--- config.mk ---
export PLATFORM = sky130hd
export DESIGN_NAME = cube_calc_flat
export DESIGN_NICKNAME = d
export VERILOG_FILES = /design/src/rtl/cube_calc_if.sv /design/src/rtl/cube_calc.sv /design/src/flat_wrapper.sv
export SDC_FILE = /design/constraint.sdc
export NUM_CORES = 1
export LEC_CHECK = 0
export CAP_MARGIN = 5
export CORE_MARGIN = 2
export CORE_UTILIZATION = 55
export CTS_CLUSTER_SIZE = 28
export DETAILED_ROUTE_END_ITERATION = 7
export PLACE_DENSITY = 0.76
export SLEW_MARGIN = 20
export SYNTH_ARGS = -nofsm -noshare
export SYNTH_HDL_FRONTEND = slang
export SYNTH_SLANG_ARGS = --single-unit
export TNS_END_PERCENT = 5
--- constraint.sdc ---
create_clock -name clk -period 4.5 [get_ports clk]
set_input_delay 0.45 -clock clk [delete_from_list [all_inputs] [get_ports clk]]
set_output_delay 0.45 -clock clk [all_outputs]
set_load 0.01 [all_outputs]
--- src/rtl/cube_calc_if.sv ---
// Request/result bundle for cube_calc: operand and start in, cube and status out.
// The state field exposes the controller state for observation.
interface cube_calc_if #(
  parameter int WIDTH = 8
);
  // start is a request sampled only while busy_o is low (IDLE). A rising clk
  // edge with start=1 in IDLE accepts it and captures x_in. done_o is a
  // one-cycle completion strobe qualifying y_out. There is no backpressure.
  logic                 start;
  logic [WIDTH-1:0]     x_in;
  logic [3*WIDTH-1:0]   y_out;
  logic                 busy_o;
  logic                 done_o;
  logic [1:0]           state;

  modport master (
    output start, x_in,
    input  y_out, busy_o, done_o, state
  );

  modport slave (
    input  start, x_in,
    output y_out, busy_o, done_o, state
  );
endinterface

--- src/rtl/cube_calc.sv ---
// Sequential cuber y = x^3 using one shift-add multiplier pass for x*x, then sq*x.
// Optional CUBE_EARLY_EXIT_EN: operands 0 and 1 complete on the accepting edge.
module cube_calc #(
  parameter int WIDTH = 8
) (
  input  logic       clk,
  input  logic       rst,
  cube_calc_if.slave bus
);
  localparam int RW = 3 * WIDTH;
  localparam int CW = (WIDTH > 1) ? $clog2(WIDTH) : 1;
  localparam logic [CW-1:0] LAST = CW'(WIDTH - 1);

  typedef enum logic [1:0] {
    IDLE = 2'd0,
    MUL1 = 2'd1,
    MUL2 = 2'd2
  } state_t;

  state_t             state_q, state_n;
  logic [WIDTH-1:0]   x_q, x_n;
  logic [RW-1:0]      acc_q, acc_n;
  logic [2*WIDTH-1:0] sq_q, sq_n;
  logic [CW-1:0]      cnt_q, cnt_n;
  logic [RW-1:0]      y_q, y_n;
  logic               busy_q, busy_n;
  logic               done_q, done_n;

  logic [RW-1:0]      mcand;
  logic [RW-1:0]      addend;
  logic [RW-1:0]      sum;
  logic               early;

  always_ff @(posedge clk or posedge rst) begin
    if (rst) begin
      state_q <= IDLE;
      x_q     <= '0;
      acc_q   <= '0;
      sq_q    <= '0;
      cnt_q   <= '0;
      y_q     <= '0;
      busy_q  <= 1'b0;
      done_q  <= 1'b0;
    end else begin
      state_q <= state_n;
      x_q     <= x_n;
      acc_q   <= acc_n;
      sq_q    <= sq_n;
      cnt_q   <= cnt_n;
      y_q     <= y_n;
      busy_q  <= busy_n;
      done_q  <= done_n;
    end
  end

  always_comb begin
    state_n = state_q;
    x_n     = x_q;
    acc_n   = acc_q;
    sq_n    = sq_q;
    cnt_n   = cnt_q;
    y_n     = y_q;
    busy_n  = busy_q;
    done_n  = 1'b0;

    // The single adder: multiplicand is x in the first pass, sq in the second.
    mcand  = (state_q == MUL2) ? {{WIDTH{1'b0}}, sq_q} : {{(2*WIDTH){1'b0}}, x_q};
    addend = x_q[cnt_q] ? (mcand << cnt_q) : '0;
    sum    = acc_q + addend;

`ifdef CUBE_EARLY_EXIT_EN
    early = (bus.x_in <= WIDTH'(1));
`else
    early = 1'b0;
`endif

    case (state_q)
      IDLE: begin
        if (bus.start) begin
          if (early) begin
            y_n    = RW'(bus.x_in);
            done_n = 1'b1;
          end else begin
            x_n     = bus.x_in;
            acc_n   = '0;
            cnt_n   = '0;
            busy_n  = 1'b1;
            state_n = MUL1;
          end
        end
      end
      MUL1: begin
        acc_n = sum;
        cnt_n = cnt_q + CW'(1);
        if (cnt_q == LAST) begin
          sq_n    = sum[2*WIDTH-1:0];
          acc_n   = '0;
          cnt_n   = '0;
          state_n = MUL2;
        end
      end
      MUL2: begin
        acc_n = sum;
        cnt_n = cnt_q + CW'(1);
        if (cnt_q == LAST) begin
          y_n     = sum;
          busy_n  = 1'b0;
          done_n  = 1'b1;
          state_n = IDLE;
        end
      end
      default: state_n = IDLE;
    endcase
  end

  assign bus.y_out  = y_q;
  assign bus.busy_o = busy_q;
  assign bus.done_o = done_q;
  assign bus.state  = state_q;
endmodule

--- src/flat_wrapper.sv ---
// flat-port wrapper written by rule: the top's interface ports become plain ports
module cube_calc_flat 
#(
  parameter int WIDTH = 8
)
  (clk, rst, bus_start, bus_x_in, bus_y_out, bus_busy_o, bus_done_o, bus_state);
  cube_calc_if #(.WIDTH(WIDTH)) bus_i ();
  input  logic clk;
  input  logic rst;
  input wire logic [$bits(bus_i.start)-1:0] bus_start;
  input wire logic [$bits(bus_i.x_in)-1:0] bus_x_in;
  output wire logic [$bits(bus_i.y_out)-1:0] bus_y_out;
  output wire logic [$bits(bus_i.busy_o)-1:0] bus_busy_o;
  output wire logic [$bits(bus_i.done_o)-1:0] bus_done_o;
  output wire logic [$bits(bus_i.state)-1:0] bus_state;
  assign bus_i.start = bus_start;
  assign bus_i.x_in = bus_x_in;
  assign bus_y_out = bus_i.y_out;
  assign bus_busy_o = bus_i.busy_o;
  assign bus_done_o = bus_i.done_o;
  assign bus_state = bus_i.state;
  cube_calc #(.WIDTH(WIDTH)) u_core (.clk(clk), .rst(rst), .bus(bus_i));
endmodule
==> results.toml, run 1 <==
[outcome]
outcome = "finished, final reports clean"

[clock_tree]
clock_tree.root_cell = "clkbuf_8"
clock-sinks = 79
clk_transition_reported_paths_ns = 0.09
h-tree-depth = 3
cts_buffers = 9
clock_insertion_delay_worst_skew_ns = 0.36
cts_hold_buffers = 0
tritoncts = "built"
post-cts-setup-buffer-count = 0
clk_path_buf_depth = 2

[final_layout]
fin_nets = 595
area.growth.synth_to_final_pct = 12.8
num_antenna_cells = 0
drive_above_1_share = 0.151
instances_no_fill = 669

[die]
boundary_pins = 39
initial_utilization = 0.559
die-width_microns = 100
die_area_sq_um = 9990
std_cell_rows = 35
chipHeight_microns = 100
core_region_area_sq_um = 9060

[timing]
layout_setup_ws_ns = 0.522
clock-skew-final_ns = 0.0126
hold_ws_ns = 0.473
number_of_hold_violations_in_the_final_report = 0
rsz0062_at_grt = "no"
timing.fmax_ghz = 0.251
max_slew_violation_total_from_the_final_report = 0
fin_crit_ns = 3.98
finalSetupTns_ns = 0
relSlewSlack = 0.429
report.final.setup_viol = 0
final.period_utilization = 0.884
tightest_slew_ns = 0.855

[power]
pwr_dens_nw_per_um2 = 452
p_leak_nw = 2.57
ir_drop_v = 0.000329
totalPowerFinal_mw = 2.58

[worst_setup_path]
worst_setup_path_start_kind = "flip-flop"
crit_buf_inv = 1
crit_path_max_incr_delay_ns = 0.42
worstPathArrival_ns = 4.22
worst-setup-path-type = "reg2reg"
timing.reg2reg.setup_slack_ns = 0.52
r2r_end = "u_core.acc_q[16]"
regToRegStartpoint = "u_core.bus.state[0]"
crit_fanout = 14
timing.critical_path.depth = 15
worst_path_cell_chain = "inv_1 > ha_2 > mux2i_1 > a21oi_1 > mux2i_1 > and2_1 > a211oi_1 > ha_1 > a21oi_1 > o211ai_1 > a21o_1 > o211ai_4 > o21ai_0 > xnor2_1 > o21ai_0"
setup.worst_path.end_class = "flip-flop"
worst-endpoint-required_ns = 4.74
worst_path_max_delay_cell = "dfrtp_1"
cpLargestDelayFamily = "compound AO/OA/AOI/OAI gates"
reg2reg_depth = 15

[route]
drt-vias-per-instance = 6.04
post-route-drc-count = 0
route.detailed.wl_per_inst_microns = 18.7
drt-initial-drc-count = 206
postRouteWirelength_microns = 12500
antenna_left = 0
vias = 4044
firstDrtPassIters = 5

[grt]
grt_remaining_overflow = 0
initial_antenna_violation_count = 0
grt_max_degree = 42
grt_pass1_vias = 4085
globalRouteTotalUtil = 0.268
grt_first_pass_wirelength_microns = 21000

[run]
max-cap-violations = 0

[synthesis]
synth_edf_count = 0
postSynth.topFlopCell = "dfrtp_1"
synth_seq_area_share = 0.390
yosysMostFrequentCell = "dfrtp_1"
ys_warn_count = 0
post_synth_main_area_contributors = "dfrtp_1 (39%), mux2_2 (7.8%), ha_1 (6.9%)"
synthTopCellsByCount = "dfrtp_1 (79), nand2_1 (67), o21ai_0 (43)"
synth_top_area_share = 0.390
synth_cell_type_count = 62
post_synthesis_cell_area_sq_um = 5060
synth_cells = 521
synthesis.nets = 561
synthArstFlopShare = 1.00
mean_syn_cell_area_sq_um = 9.72
yosysTopAreaCell = "dfrtp_1"
synth.ff_latch_count = 79

[placed_design]
port_buffers = 38
gp_congestion = 0.954
place_ws_ns = 0.309
post-dp-hpwl_microns = 9300
place.detailed.instances = 655

[worst_hold_path]
timing.hold.worst.class = "in2async"
worst register-to-register path, stage by stage, from the launching register on:
cell	delay, ns
dfrtp_1	0.42
inv_1	0.09
ha_2	0.39
mux2i_1	0.22
a21oi_1	0.26
mux2i_1	0.13
and2_1	0.17
a211oi_1	0.28
ha_1	0.36
a21oi_1	0.28
o211ai_1	0.16
a21o_1	0.24
o211ai_4	0.32
o21ai_0	0.17
xnor2_1	0.24
o21ai_0	0.12
per-layer routing:
metal / vias up / part of all wire / wire, microns / global-route usage
li1: 1942 / - / - / -
met1: 1987 / 0.45 / 5580 / 0.358
met2: 96 / 0.49 / 6190 / 0.458
met3: 19 / 0.040 / 496 / 0.0418
met4: 0 / 0.020 / 253 / 0.0717
met5: - / 0 / 0 / 0
where the power goes:
part	switching (mW)	internal [mW]	leakage, nW	total, mW
sequential	0.0743	0.789	1.07	0.863
clock	0.264	0.264	0.0940	0.528
combinational	0.751	0.442	1.40	1.19
total	1.09	1.49	2.57	2.58
area by class of cell:
cell class | count | area [sq um]
Clock buffer | 10 | 138
Clock inverter | 4 | 47.5
Inverter | 17 | 65.1
Sequential cell | 79 | 1980
Timing Repair Buffer | 50 | 470
Fill cell | 774 | 3350
Tap cell | 111 | 139
Multi-Input combinational cell | 398 | 2880
logic make-up after synthesis:
logic type / Yosys count / share of synthesized area
AO/OA/AOI/OAI: 145 / 0.188
AND/OR/NAND/NOR: 142 / 0.129
flip-flops: 79 / 0.390
multiplexers: 60 / 0.140
buffers and inverters: 44 / 0.0425
adder cells (fa/ha/maj): 29 / 0.0731
XOR/XNOR: 22 / 0.0381
sequential cells by signal, indices dropped and copies added, names as in the netlist:
register and flops:
u_core.acc_q 24, u_core.bus.busy_o 1, u_core.bus.done_o 1, u_core.bus.state 2, u_core.bus.y_out 24, u_core.cnt_q 3
u_core.sq_q 16, u_core.x_q 8
worst max path at each step:
stage,to,startpoint,slack [ns]
2_1_floorplan,u_core.bus.y_out[23],u_core.bus.state[0],1.13
3_3_place_gp,u_core.acc_q[16],u_core.bus.state[0],0.38
3_5_place_dp,u_core.acc_q[18],u_core.bus.state[0],0.31
4_1_cts,u_core.acc_q[18],u_core.bus.state[0],0.27
5_1_grt,u_core.acc_q[18],u_core.bus.state[0],0.22
6_report,u_core.acc_q[16],u_core.bus.state[0],0.52
per-stage QoR:
stage                util  cell area (sq um)
global route        0.630               5710
global placement    0.610               5530
floorplan               -               5060
detailed placement  0.610               5530
finish              0.630               5710
CTS                 0.630               5710
cells in the final DEF (no fill, tap or decap), types with 3 or more instances in the layout:
cell type        instances
a211oi_1                13
a21o_1                   6
a21oi_1                 29
a22o_1                  11
a31oi_1                  7
and2_1                  11
and3_2                   3
buf_4                   12
clkbuf_8                10
clkdlybuf4s50_1         38
clkinv_2                 3
dfrtp_1                 79
ha_1                    27
inv_1                   15
mux2_2                  35
mux2i_1                 20
mux4_2                   5
nand2_1                 67
nand3_1                 14
nand4_1                  3
nor2_1                  25
nor3_1                   5
o211ai_1                 4
o21ai_0                 43
o21ai_1                  7
o21bai_1                 3
xnor2_1                 11
xor2_1                  11
what timing repair did:
item / CTS / global route
endpoints found under the setup margin: 0 / 3
resized for setup: 0 / 1
endpoints found under the hold margin: 0 / 0
Note: power is estimated with default switching activity, not from simulation.
==> run 2, diff against run 1 <==
Settings changed: RECOVER_POWER from default to 50.
Clock period 4.5 ns to 4.4 ns, I/O delays scaled along.
==> results.toml, run 2 (synthesis gave the netlist of run 1 again) <==
[placed_design]
placed_cell_areas_sq_um = 5520
gp_congestion = 0.943
place_ws_ns = 0.102
port_buffers = 38
post-dp-hpwl_microns = 9200

[route]
antenna_left = 0
postRouteWirelength_microns = 12400
route.detailed.wl_per_inst_microns = 18.5
drt-vias-per-instance = 5.98
vias = 4005
post-route-drc-count = 0
drt-initial-drc-count = 227
firstDrtPassIters = 4

[worst_setup_path]
crit_fanout = 18
worst_path_cell_chain = "inv_1 > ha_4 > mux2i_1 > a21oi_1 > mux2i_1 > and2_1 > a211oi_1 > ha_1 > a21oi_1 > o211ai_1 > a21o_1 > o211ai_4 > o21ai_0 > xnor2_1 > o21ai_0"
worst_setup_path_start_kind = "flip-flop"
cpLargestDelayFamily = "compound AO/OA/AOI/OAI gates"
setup.worst_path.end_class = "flip-flop"
crit_path_max_incr_delay_ns = 0.42
worst-setup-path-type = "reg2reg"
worstPathArrival_ns = 4.15
worst_path_max_delay_cell = "dfrtp_1"
worst-endpoint-required_ns = 4.63
crit_buf_inv = 1

[final_layout]
fill_cells = 771
drive_above_1_share = 0.152
layout.cells.most_common = "dfrtp_1"
num_antenna_cells = 0
final_cell_mix = "dfrtp_1 (79), nand2_1 (67), o21ai_0 (43), mux2_2 (35), clkdlybuf4s50_1 (33)"
finished_layout_cell_area_sq_um = 5740
fin_nets = 594
multi_input_comb_area_sq_um = 2890
area.growth.synth_to_final_pct = 13.3
area.sequential_sq_um = 1980

[timing]
number_of_hold_violations_in_the_final_report = 0
finalSetupTns_ns = 0
clock-skew-final_ns = 0.0151
max_slew_violation_total_from_the_final_report = 39
layout_setup_ws_ns = 0.472
report.final.setup_viol = 0
timing.fmax_ghz = 0.255
relSlewSlack = -0.146
tightest_slew_ns = 1.71
final.period_utilization = 0.893
rsz0062_at_grt = "no"
fin_crit_ns = 3.93

[die]
initial_utilization = 0.559
std_cell_rows = 35
chipHeight_microns = 100
die_area_sq_um = 9990
die-width_microns = 100
core_region_area_sq_um = 9060
boundary_pins = 39

[grt]
grt_pass1_vias = 4041
grt_max_degree = 43
globalRouteTotalUtil = 0.264
initial_antenna_violation_count = 0
grt_remaining_overflow = 0
grt_first_pass_wirelength_microns = 20600

[power]
pwr_dens_nw_per_um2 = 470
totalPowerFinal_mw = 2.70
p_leak_nw = 2.59
ir_drop_v = 0.000360

[clock_tree]
h-tree-depth = 3
clock_tree.root_cell = "clkbuf_8"
tritoncts = "built"
clk_transition_reported_paths_ns = 0.10
clock_insertion_delay_worst_skew_ns = 0.36
clock-sinks = 79
cts_buffers = 9
post-cts-setup-buffer-count = 0
clk_path_buf_depth = 2

[outcome]
outcome = "finished with violations"
failed_checks = "max-capacitance violations, max-slew violations"

[run]
max-cap-violations = 1

[worst_hold_path]
timing.hold.worst.class = "reg2reg"
## run 2: power by group
group / internal (mW) / leakage, nW / total, mW / switching (mW)
Clock: 0.275 / 0.103 / 0.585 / 0.310
Combinational: 0.459 / 1.41 / 1.22 / 0.765
Sequential: 0.807 / 1.07 / 0.887 / 0.0802
## run 2: final timing paths
| kind | start | endpoint | slack (ns) | cells after the start |
|---|---|---|---|---|
| min reg2reg | u_core.bus.y_out[22] | u_core.bus.y_out[22] | 0.48 | 2 |
| min in group asynchronous | rst | u_core.acc_q[19] | 0.94 | 2 |
| max | u_core.bus.state[0] | u_core.acc_q[16] | 0.47 | 15 |
| min | u_core.bus.y_out[22] | u_core.bus.y_out[22] | 0.48 | 2 |
| max reg2reg | u_core.bus.state[0] | u_core.acc_q[16] | 0.47 | 15 |
| max in group asynchronous | rst | u_core.acc_q[10] | 1.79 | 3 |
## run 2: area by class of cell
cell class                 instances  share of cell area
clock inverter                     7              0.0146
clock buffer                       9              0.0216
multi-input combinational        398               0.503
sequential                        79               0.345
tap                              111              0.0242
inverter                          17              0.0113
timing repair buffer              49              0.0803
## run 2: worst min-delay path, stage by stage, from the launching register on
cell and delay [ns]:
dfrtp_1 0.35, nand2_1 0.04, o21ai_0 0.06
## run 2: per-layer routing
layer  vias up  track usage  part of all wire
met5         -            0                 0
li1       1955            -                 -
met4         0       0.0790             0.025
met1      1930        0.344              0.44
met3        27       0.0425             0.037
met2        93        0.453              0.49
## run 2: stage by stage
| step | std cells | hold WS (ns) | utilization |
|---|---|---|---|
| floorplan | 521 | 0.444 | - |
| global placement | 654 | 0.464 | 0.609 |
| detailed placement | 654 | 0.469 | 0.609 |
| CTS | 670 | 0.491 | 0.632 |
| global route | 670 | 0.515 | 0.633 |
| finish | 670 | 0.484 | 0.633 |
## run 2: repair_timing
| item | in CTS | in global routing |
|---|---|---|
| resized for setup | 0 | 2 |
| hold buffers | 0 | 0 |
| endpoints found under the setup margin | 0 | 28 |
==> run 3, diff against run 2 <==
Settings changed: SKIP_CTS_REPAIR_TIMING from default to 1.
==> results of run 3 <==
Same layout as run 2: the final DEF is identical, and so are final timing and power.
